### src/rtl/lcd1602_pkg.sv
// rtl/lcd1602_pkg.sv - shared LCD1602 opcodes, address map and ac helpers
package lcd1602_pkg;

  localparam logic [6:0] LINE1_BASE   = 7'h00;
  localparam logic [6:0] LINE2_BASE   = 7'h40;
  localparam int         LINE_LEN     = 16;
  localparam logic [6:0] AC_LINE_END  = 7'h27;
  localparam logic [6:0] AC_LINE2_END = 7'h67;

  // Instruction class is the highest set bit of the byte
  localparam logic [7:0] OP_SET_DDRAM = 8'h80;
  localparam logic [7:0] OP_SET_CGRAM = 8'h40;
  localparam logic [7:0] OP_FUNC_SET  = 8'h20;
  localparam logic [7:0] OP_SHIFT     = 8'h10;
  localparam logic [7:0] OP_DISP_CTRL = 8'h08;
  localparam logic [7:0] OP_ENTRY     = 8'h04;
  localparam logic [7:0] OP_HOME      = 8'h02;
  localparam logic [7:0] OP_CLEAR     = 8'h01;

  typedef enum logic [1:0] {
    ST_RESET_CLR,
    ST_IDLE,
    ST_CLEAR
  } state_e;

  // Address is inside one of the two DDRAM line windows
  function automatic logic ac_valid(input logic [6:0] a);
    return (a <= AC_LINE_END) || ((a >= LINE2_BASE) && (a <= AC_LINE2_END));
  endfunction

  // Address falls in the 16 visible columns of either line
  function automatic logic ac_on_screen(input logic [6:0] a);
    return (a[6:4] == LINE1_BASE[6:4]) || (a[6:4] == LINE2_BASE[6:4]);
  endfunction

  // Visible address to frame-buffer index: line 2 lands at LINE_LEN + column
  function automatic logic [4:0] ac_to_index(input logic [6:0] a);
    return {a[6], a[3:0]};
  endfunction

  // One step of the address counter with the two-line wrap rules
  function automatic logic [6:0] ac_step(input logic [6:0] a, input logic inc);
    if (inc) begin
      if (a == AC_LINE_END)       return LINE2_BASE;
      else if (a == AC_LINE2_END) return LINE1_BASE;
      else                        return a + 7'd1;
    end else begin
      if (a == LINE1_BASE)        return AC_LINE2_END;
      else if (a == LINE2_BASE)   return AC_LINE_END;
      else                        return a - 7'd1;
    end
  endfunction

endpackage

### src/rtl/lcd1602_ddram.sv
// rtl/lcd1602_ddram.sv - 32x8 frame buffer, one write port, registered read port
module lcd1602_ddram (
  input  logic       clk,
  input  logic       rst,
  input  logic       we,
  input  logic [4:0] waddr,
  input  logic [7:0] wdata,
  input  logic [4:0] raddr,
  output logic [7:0] rdata
);

  logic [7:0] mem_q [32];
  logic [7:0] rdata_q;

  // Synchronous write; contents are not reset, the post-reset clear fills them
  always_ff @(posedge clk) begin
    if (we) mem_q[waddr] <= wdata;
  end

  // Registered read; a same-cycle write to raddr is seen one cycle later
  always_ff @(posedge clk or posedge rst) begin
    if (rst) rdata_q <= 8'h00;
    else     rdata_q <= mem_q[raddr];
  end

  assign rdata = rdata_q;

endmodule

### src/rtl/lcd1602_responder.sv
// rtl/lcd1602_responder.sv - HD44780-style write-bus responder with frame buffer
module lcd1602_responder
  import lcd1602_pkg::*;
#(
  parameter int         SYNC_STAGES = 2,
  parameter logic [7:0] CLEAR_CHAR  = 8'h20
) (
  input  logic       clk,
  input  logic       rst,
  input  logic       lcd_en,
  input  logic       lcd_rs,
  input  logic       lcd_rw,
  input  logic [7:0] lcd_data,
  input  logic [4:0] rd_addr,
  output logic [7:0] rd_data,
  output logic [6:0] ac,
  output logic       disp_on,
  output logic       cursor_on,
  output logic       blink_on,
  output logic       inc_mode,
  output logic       two_line,
  output logic       busy,
  output logic       wr_strobe,
  output logic       cmd_err
);

  logic [SYNC_STAGES-1:0] en_sync_q;
  logic                   en_prev_q;
  logic [9:0]             bus_dly_q [SYNC_STAGES];

  state_e     state_q, state_d;
  logic [4:0] clr_idx_q, clr_idx_d;
  logic [6:0] ac_q, ac_d;
  logic       disp_q, disp_d, cursor_q, cursor_d, blink_q, blink_d;
  logic       inc_q, inc_d, two_line_q, two_line_d;
  logic       strobe_q, strobe_d, err_q, err_d;

  logic       mem_we;
  logic [4:0] mem_waddr;
  logic [7:0] mem_wdata;

  logic       fall;
  logic       bus_rs, bus_rw;
  logic [7:0] bus_data;

  // Enable synchroniser with rs/rw/data delayed by the same depth
  always_ff @(posedge clk or posedge rst) begin
    if (rst) begin
      en_sync_q <= '0;
      en_prev_q <= 1'b0;
      for (int i = 0; i < SYNC_STAGES; i++) bus_dly_q[i] <= '0;
    end else begin
      en_sync_q    <= {en_sync_q[SYNC_STAGES-2:0], lcd_en};
      en_prev_q    <= en_sync_q[SYNC_STAGES-1];
      bus_dly_q[0] <= {lcd_rs, lcd_rw, lcd_data};
      for (int i = 1; i < SYNC_STAGES; i++) bus_dly_q[i] <= bus_dly_q[i-1];
    end
  end

  assign fall = en_prev_q & ~en_sync_q[SYNC_STAGES-1];
  assign {bus_rs, bus_rw, bus_data} = bus_dly_q[SYNC_STAGES-1];

  // State, address counter, mode flags and pulse registers
  always_ff @(posedge clk or posedge rst) begin
    if (rst) begin
      state_q    <= ST_RESET_CLR;
      clr_idx_q  <= 5'd0;
      ac_q       <= 7'h00;
      disp_q     <= 1'b0;
      cursor_q   <= 1'b0;
      blink_q    <= 1'b0;
      inc_q      <= 1'b1;
      two_line_q <= 1'b0;
      strobe_q   <= 1'b0;
      err_q      <= 1'b0;
    end else begin
      state_q    <= state_d;
      clr_idx_q  <= clr_idx_d;
      ac_q       <= ac_d;
      disp_q     <= disp_d;
      cursor_q   <= cursor_d;
      blink_q    <= blink_d;
      inc_q      <= inc_d;
      two_line_q <= two_line_d;
      strobe_q   <= strobe_d;
      err_q      <= err_d;
    end
  end

  // Clear sequencing plus instruction/data decode of each committed fall
  always_comb begin
    state_d    = state_q;
    clr_idx_d  = clr_idx_q;
    ac_d       = ac_q;
    disp_d     = disp_q;
    cursor_d   = cursor_q;
    blink_d    = blink_q;
    inc_d      = inc_q;
    two_line_d = two_line_q;
    strobe_d   = 1'b0;
    err_d      = 1'b0;
    mem_we     = 1'b0;
    mem_waddr  = clr_idx_q;
    mem_wdata  = CLEAR_CHAR;

    case (state_q)
      ST_RESET_CLR, ST_CLEAR: begin
        mem_we    = 1'b1;
        clr_idx_d = clr_idx_q + 5'd1;
        if (clr_idx_q == 5'd31) state_d = ST_IDLE;
      end
      default: ;
    endcase

    if (fall && !bus_rw) begin
      if (state_q != ST_IDLE) begin
        err_d = 1'b1;
      end else if (bus_rs) begin
        strobe_d = 1'b1;
        if (ac_on_screen(ac_q)) begin
          mem_we    = 1'b1;
          mem_waddr = ac_to_index(ac_q);
          mem_wdata = bus_data;
        end
        ac_d = ac_step(ac_q, inc_q);
      end else begin
        strobe_d = 1'b1;
        if (|(bus_data & OP_SET_DDRAM)) begin
          if (ac_valid(bus_data[6:0])) ac_d = bus_data[6:0];
          else begin
            err_d    = 1'b1;
            strobe_d = 1'b0;
          end
        end else if (|(bus_data & OP_SET_CGRAM)) begin
          // CGRAM is not modelled; ac keeps pointing at DDRAM
        end else if (|(bus_data & OP_FUNC_SET)) begin
          two_line_d = bus_data[3];
        end else if (|(bus_data & OP_SHIFT)) begin
          if (!bus_data[3]) ac_d = ac_step(ac_q, bus_data[2]);
        end else if (|(bus_data & OP_DISP_CTRL)) begin
          {disp_d, cursor_d, blink_d} = bus_data[2:0];
        end else if (|(bus_data & OP_ENTRY)) begin
          inc_d = bus_data[1];
        end else if (|(bus_data & OP_HOME)) begin
          ac_d = LINE1_BASE;
        end else if (|(bus_data & OP_CLEAR)) begin
          ac_d    = LINE1_BASE;
          inc_d   = 1'b1;
          state_d = ST_CLEAR;
        end
      end
    end
  end

  lcd1602_ddram u_ddram (
    .clk   (clk),
    .rst   (rst),
    .we    (mem_we),
    .waddr (mem_waddr),
    .wdata (mem_wdata),
    .raddr (rd_addr),
    .rdata (rd_data)
  );

  assign ac        = ac_q;
  assign disp_on   = disp_q;
  assign cursor_on = cursor_q;
  assign blink_on  = blink_q;
  assign inc_mode  = inc_q;
  assign two_line  = two_line_q;
  assign busy      = (state_q != ST_IDLE);
  assign wr_strobe = strobe_q;
  assign cmd_err   = err_q;

endmodule

### config.mk
export PLATFORM = sky130hd
export DESIGN_NAME = lcd1602_responder
export DESIGN_NICKNAME = d
export VERILOG_FILES = /design/src/rtl/lcd1602_pkg.sv /design/src/rtl/lcd1602_ddram.sv /design/src/rtl/lcd1602_responder.sv
export SDC_FILE = /design/constraint.sdc
export NUM_CORES = 1
export LEC_CHECK = 0
export ABC_CLOCK_PERIOD_IN_PS = 7100
export CAP_MARGIN = 20
export CORE_MARGIN = 2
export CORE_UTILIZATION = 45
export CTS_CLUSTER_DIAMETER = 80
export DETAILED_ROUTE_END_ITERATION = 8
export DONT_BUFFER_PORTS = 1
export PLACE_DENSITY = 0.67
export SETUP_SLACK_MARGIN = 0.3
export SYNTH_ARGS = -nofsm -noshare
export SYNTH_HDL_FRONTEND = slang
export SYNTH_SLANG_ARGS = --single-unit
### constraint.sdc
create_clock -name clk -period 7.1 [get_ports clk]
set_input_delay 0.71 -clock clk [delete_from_list [all_inputs] [get_ports clk]]
set_output_delay 0.71 -clock clk [all_outputs]
set_load 0.01 [all_outputs]
==> metrics, run 1 <==
M3 GR Usage=4.31%; worst slew pin tran=779 ps; Net Count, Synth=676; CTS tree=yes; HP Class=in -> reg; met2 Use GR=28.0%; top_reg_cell synth=edfxtp_1; first-pass GRT wire length=a little under 40 mm; Port Buffers=0; grt met1 use=26.6%; outcome=finished, final reports clean; sequential fraction of the synthesis area=72.7%; R2R setup slack=3920 ps; setup bufs post-CTS=0; crit path max fanout=20; mapped cell area=12400 um2; Worst path max stage delay=710 ps; Worst Path Required=7270 ps; most instantiated cells after synthesis=edfxtp_1 (256), mux4_2 (80), dfrtp_1 (51); CP Cell Sequence=nor3b_1, nand3_1, nor3_1, a21oi_1, buf_4, nor2_1; Filler cells=2052; Worst-Skew Late Latency=570 ps; Routed WL=25.2 mm; final core area utilization=51.6%; die area=~29000 um2; post-DP HPWL=16.0 mm; pwr dens=287 nW/um2; post-DR wirelength/cell=24.5 um; Layout area overhead=12.3%; via count=6141; Num CTS Buffers=30; Final Hold Fails=0; leakage power=around 0.0049 uW; Seq cells post-synth=about 310; most frequent cell after synthesis=edfxtp_1; gpl congestion=0.901; Worst Skew=33.0 ps; Max Freq=314 MHz; antenna violations before repair=0; vias in the first global route=6288; Overall Power=3980 uW; Crit-path slowest cell=dfrtp_1; dpl cells=969; Final Slew Violations=0; Synth area leader=edfxtp_1; total congestion overflow=0; clk sink count=308; DRT Pass-1 Iters=5; CP Class=reg -> reg; H-tree levels=1; fin crit share=between 40 and 50%; Hold Startpoint=lcd_data[0]; Mean Syn Cell Area=18.9 um2; Worst-path clk slew=roughly 60 ps; vias per inst=5.97; Initial Utilization=45.9%; critical path capture point type=flip-flop; Async SR Flop Fraction=16.9%; Syn. warnings=0; Total GRT Usage=18.1%; maxcap violations=0; largest cells by area after synthesis=edfxtp_1 (62%), mux4_2 (15%), dfrtp_1 (10%); setup_tns=0 ps; Ports=41; final setup fails=0; number of enable flip-flop cells after synthesis=roughly 260; drt drc=0; pin count of the biggest net entering global routing=65; max_slew headroom=47.9%; Max VDD drop=0.000153 V; Yosys cell types=56; share of post-route cells with drive strength above 1=24.0%; R2R Path Start=bus_dly_q[9]; ant diodes=0; Rows=60; RSZ-0062 raised after global routing=false; Die Y=about 170 um; Worst Setup SP=bus_dly_q[9]; Worst EP arrival=3350 ps; nets=685; DRT antenna net count=0; Mapped Cells=654; post-synth top area share=62.1%; post-layout min period=3180 ps; initial drt markers=605; clock tree buffer depth=3; startpoint types=flip-flop; fin cells=1028; CORE AREA=27000 um2; Root Driver=clkbuf_16; Die W=170 um; GR peak layer=met2
## power breakdown
group | internal (uW) | switching [uW] | leakage [uW] | total (uW)
Clock | 1140 | 639 | 0.000565 | 1780
Combinational | 90.8 | 92.9 | 0.00108 | 184
Sequential | 1960 | 60.7 | 0.00322 | 2020
Total | 3190 | 793 | 0.00487 | 3980
## registers in the layout, indices dropped and copies added (netlist names)
name,cells
u_ddram.mem_q,256
bus_dly_q,12
bus_data,8
u_ddram.rdata,8
ac,7
clr_idx_q,5
en_sync_q,2
state_q,2
blink_on,1
cmd_err,1
cursor_on,1
disp_on,1
en_prev_q,1
inc_mode,1
two_line,1
wr_strobe,1
## per-layer routing
| metal | routed length (um) | part of all wire, % | vias to the layer above |
|---|---|---|---|
| met5 | 0 | 0 | - |
| met3 | 2110 | 8.4 | 38 |
| met1 | 10800 | 43 | 3161 |
| li1 | - | - | 2666 |
| met4 | 443 | 1.8 | 0 |
| met2 | 11800 | 47 | 276 |
## path summary, 6_finish.rpt
kind                                             end  cells past startpoint
worst max-delay path            u_ddram.mem_q[25][7]                      6
min in group asynchronous                  en_prev_q                      2
worst min register to register          bus_dly_q[9]                      0
worst min-delay path                   bus_dly_q[10]                      0
max in group asynchronous                   inc_mode                      3
worst max register to register  u_ddram.mem_q[25][7]                      6
## through the flow
step           setup slack [ps]  hold slack, ps  area [um2]
2_1_floorplan              4580             331       12400
3_3_place_gp               4050             332       12700
3_5_place_dp               4040             335       12700
4_1_cts                    4040             170       13900
5_1_grt                    3700             169       13900
6_report                   3920             193       13900
## critical path, delay by kind of cell, from the launching register on
family / cells / cell delay, ps
flip-flops: 1 / 710
AO/OA/AOI/OAI: 1 / 180
buffers and inverters: 1 / 260
AND/OR/NAND/NOR: 4 / 1660
## cell usage in the layout (no fill, tap or decap), types with 4 or more instances in the layout
cell type	n
edfxtp_1	256
mux4_2	80
dfrtp_1	51
nor2_1	46
clkbuf_16	31
nand2_1	16
a21oi_1	14
mux2_2	14
inv_1	13
o21ai_0	12
a31oi_1	12
buf_4	10
nor3_1	9
clkbuf_8	8
nor2b_1	7
bufinv_16	7
and3_1	6
clkbuf_1	6
nor3b_1	5
xnor2_1	5
nand3_1	5
and2_1	5
nand2b_1	4
o32a_1	4
ha_1	4
## logic make-up (layout without fill, tap and decap cells)
group	after synthesis	in the layout	share of synthesized area, %
flip-flops	308	308	72.7
AO/OA/AOI/OAI	71	71	3.93
buffers and inverters	49	82	1.75
adder cells (fa/ha/maj)	4	4	0.405
multiplexers	94	94	15.8
AND/OR/NAND/NOR	121	121	4.90
XOR/XNOR	7	7	0.496
## repair_timing
action	in CTS	in global routing
resized for setup	0	0
hold buffers	0	1
hold endpoints to repair	0	12
## layout make-up
cell class / instances / area [um2] / area share, %
Inverter: 14 / 52.6 / 0.378
Tap cell: 341 / 427 / 3.07
Clock buffer: 46 / 916 / 6.59
Timing Repair Buffer: 12 / 105 / 0.756
Sequential cell: 308 / 8990 / 64.7
Clock inverter: 10 / 236 / 1.70
Multi-Input combinational cell: 297 / 3170 / 22.8
No activity file was read; power rests on OpenSTA's default activity.
==> inputs of run 2 (changes only) <==
- ABC_CLOCK_PERIOD_IN_PS: 7100 -> 2700
- PLACE_DENSITY: 0.67 -> 0.69
- clock period: 7.1 -> 2.7 ns (I/O delays scaled with it)
==> metrics, run 2 (synthesized netlist as in run 1, its figures left out) <==
outcome=finished, final reports clean; fin crit share=83.4% (+39 points); Die W=170 um (unchanged); vias in the first global route=6613 (+5.2%); Initial Utilization=45.9% (unchanged); total congestion overflow=0 (unchanged); CORE AREA=27000 um2 (unchanged); maxcap violations=0 (unchanged); nets=747 (+9.1%); Worst-Skew Late Latency=530 ps (-40 ps); fin cells=1092 (+6.2%); pwr dens=720 nW/um2 (+150%); die area=28800 um2 (unchanged); Crit-path slowest cell=or4b_2; vias per inst=5.92 (-0.83%); Biggest register=u_ddram.mem_q; setup_tns=0 ps (unchanged); cell mode on critical path=o21ai_0; pin count of the biggest net entering global routing=65 (unchanged); worst reg2reg path depth=7 (+1); CP Class=reg -> reg; startpoint types=flip-flop; H-tree levels=2 (+1); Final Hold Fails=0 (unchanged); Port Buffers=0 (unchanged); Place WS=298 ps (-3740 ps); Hold Startpoint=rd_addr[3]; Hold EP=u_ddram.rdata[3]; post-DP HPWL=16.7 mm (+4.5%); post-DR wirelength/cell=24.4 um (-0.60%); hold depth=2 (+2); CP Cell Sequence=inv_1, ha_2, or4b_2, nor3_1, o21ai_0, a211o_1, o21ai_0; RSZ-0062 raised after global routing=false; Routed WL=26.6 mm (+5.6%); final setup fails=0 (unchanged); HP Class=in -> reg; antenna violations before repair=0 (unchanged); Rows=60 (unchanged); Final Slew Violations=0 (unchanged); drt drc=0 (unchanged); post-layout min period=2250 ps (-929 ps); biggest regs=u_ddram.mem_q (256), bus_dly_q (12); R2R Path Start=ac[1]; Ports=41 (unchanged); most frequent cells in the layout=edfxtp_1 (256), mux4_2 (80), buf_4 (55), dfrtp_1 (51), nor2_1 (45); gpl congestion=0.881 (-2.2%); fin area=14300 um2 (+3.0%); DRT antenna net count=0 (unchanged); dpl cells=1016 (+4.9%); worst slew pin tran=582 ps (-198 ps); Die Y=170 um (unchanged); clk sink count=308 (unchanged); Max VDD drop=0.000477 V (+210%); DRT Pass-1 Iters=6 (+1); leakage power=0.00512 uW (+5.2%); CTS tree=yes; Worst EP arrival=2660 ps (-690 ps); PnR worst setup slack=449 ps (-3470 ps); max_slew headroom=61.0% (+13 points); worst r2r dst=ac[0]; Worst Path Required=3100 ps (-4170 ps); critical path capture point type=flip-flop; max reg flops=256 (unchanged); commonest non-fill, non-tap cell in the layout=edfxtp_1; Worst Setup SP=ac[1]; Root Driver=clkbuf_16; Worst path max stage delay=640 ps (-70 ps); via count=6469 (+5.3%); R2R setup slack=450 ps (-3470 ps); crit path max fanout=7 (-65%); Layout area overhead=15.7%; initial drt markers=648 (+7.1%); clock tree buffer depth=3 (unchanged); final core area utilization=53.1% (+1.6 points); share of post-route cells with drive strength above 1=28.4% (+4.3 points); Max Freq=444 MHz (+41%); Worst Skew=30.3 ps (-2.67 ps); ant diodes=0 (unchanged); Num CTS Buffers=34 (+13%); Total GRT Usage=19.2% (+1.0 points); Worst-path clk slew=60 ps (about the same); first-pass GRT wire length=41.0 mm (+5.4%); Placement Cell Area=13100 um2 (+2.9%)
run 2: cell count changes in the layout (fill, tap and decap cells not counted), sizes merged:
cell	before	now
clkbuf	46	42
clkinvlp	0	2
bufinv	7	1
inv	14	15
clkinv	3	16
dlygate4sd3	1	13
buf	11	57
run 2: per-layer routing:
layer / up-vias / GRT usage [%] / wire length, um / share of wire, %
met3: 44 / 3.64 / 1970 / 7.4
li1: 2794 / - / - / -
met2: 271 / 30.5 / 12900 / 48
met1: 3360 / 27.5 / 11300 / 42
met4: 0 / 5.09 / 482 / 1.8
met5: - / 0 / 0 / 0
run 2: layout make-up:
| type | instances | area [um2] |
|---|---|---|
| Tap cell | 341 | 427 |
| Fill cell | 2067 | 12600 |
| Clock buffer | 42 | 933 |
| Timing Repair Buffer | 70 | 583 |
| Sequential cell | 308 | 8990 |
| Multi-Input combinational cell | 297 | 3180 |
| Clock inverter | 20 | 154 |
| Inverter | 14 | 52.6 |
run 2: timing repair:
item                       CTS  global route
pin swaps                    0             0
hold buffers                13             0
setup endpoints to repair    8           157
gates resized for setup      1             2
hold endpoints to repair    70             0
buffers inserted             0             0
run 2: worst max-delay path, delay by kind of cell, from the launching register on:
| family | cells | cell delay (ps) |
|---|---|---|
| fa+ha+maj | 1 | 270 |
| flops | 1 | 390 |
| compound gates | 3 | 510 |
| simple gates | 2 | 880 |
| buf+inv | 1 | 110 |
run 2: worst max path at each step:
stage | cells after the start | endpoint
2_1_floorplan | 7 | u_ddram.mem_q[14][0]
3_3_place_gp | 5 | u_ddram.mem_q[27][0]
3_5_place_dp | 5 | u_ddram.mem_q[27][6]
4_1_cts | 8 | u_ddram.mem_q[21][5]
5_1_grt | 7 | ac[0]
6_report | 7 | ac[0]
run 2: report_power, final:
group | switching, uW | total [uW] | leakage, uW | internal [uW]
sequential | 70.4 | 5230 | 0.00322 | 5160
combinational | 377 | 673 | 0.00138 | 296
clock | 1820 | 4400 | 0.000526 | 2580
total | 2270 | 10300 | 0.00512 | 8030
run 2: stage by stage:
| step | power [uW] | hold slack, ps |
|---|---|---|
| 2_1_floorplan | 5810 | 301 |
| 3_3_place_gp | 5930 | 301 |
| 3_5_place_dp | 5960 | 301 |
| 4_1_cts | 10400 | 80.0 |
| 5_1_grt | 10600 | 102 |
| 6_report | 10300 | 101 |
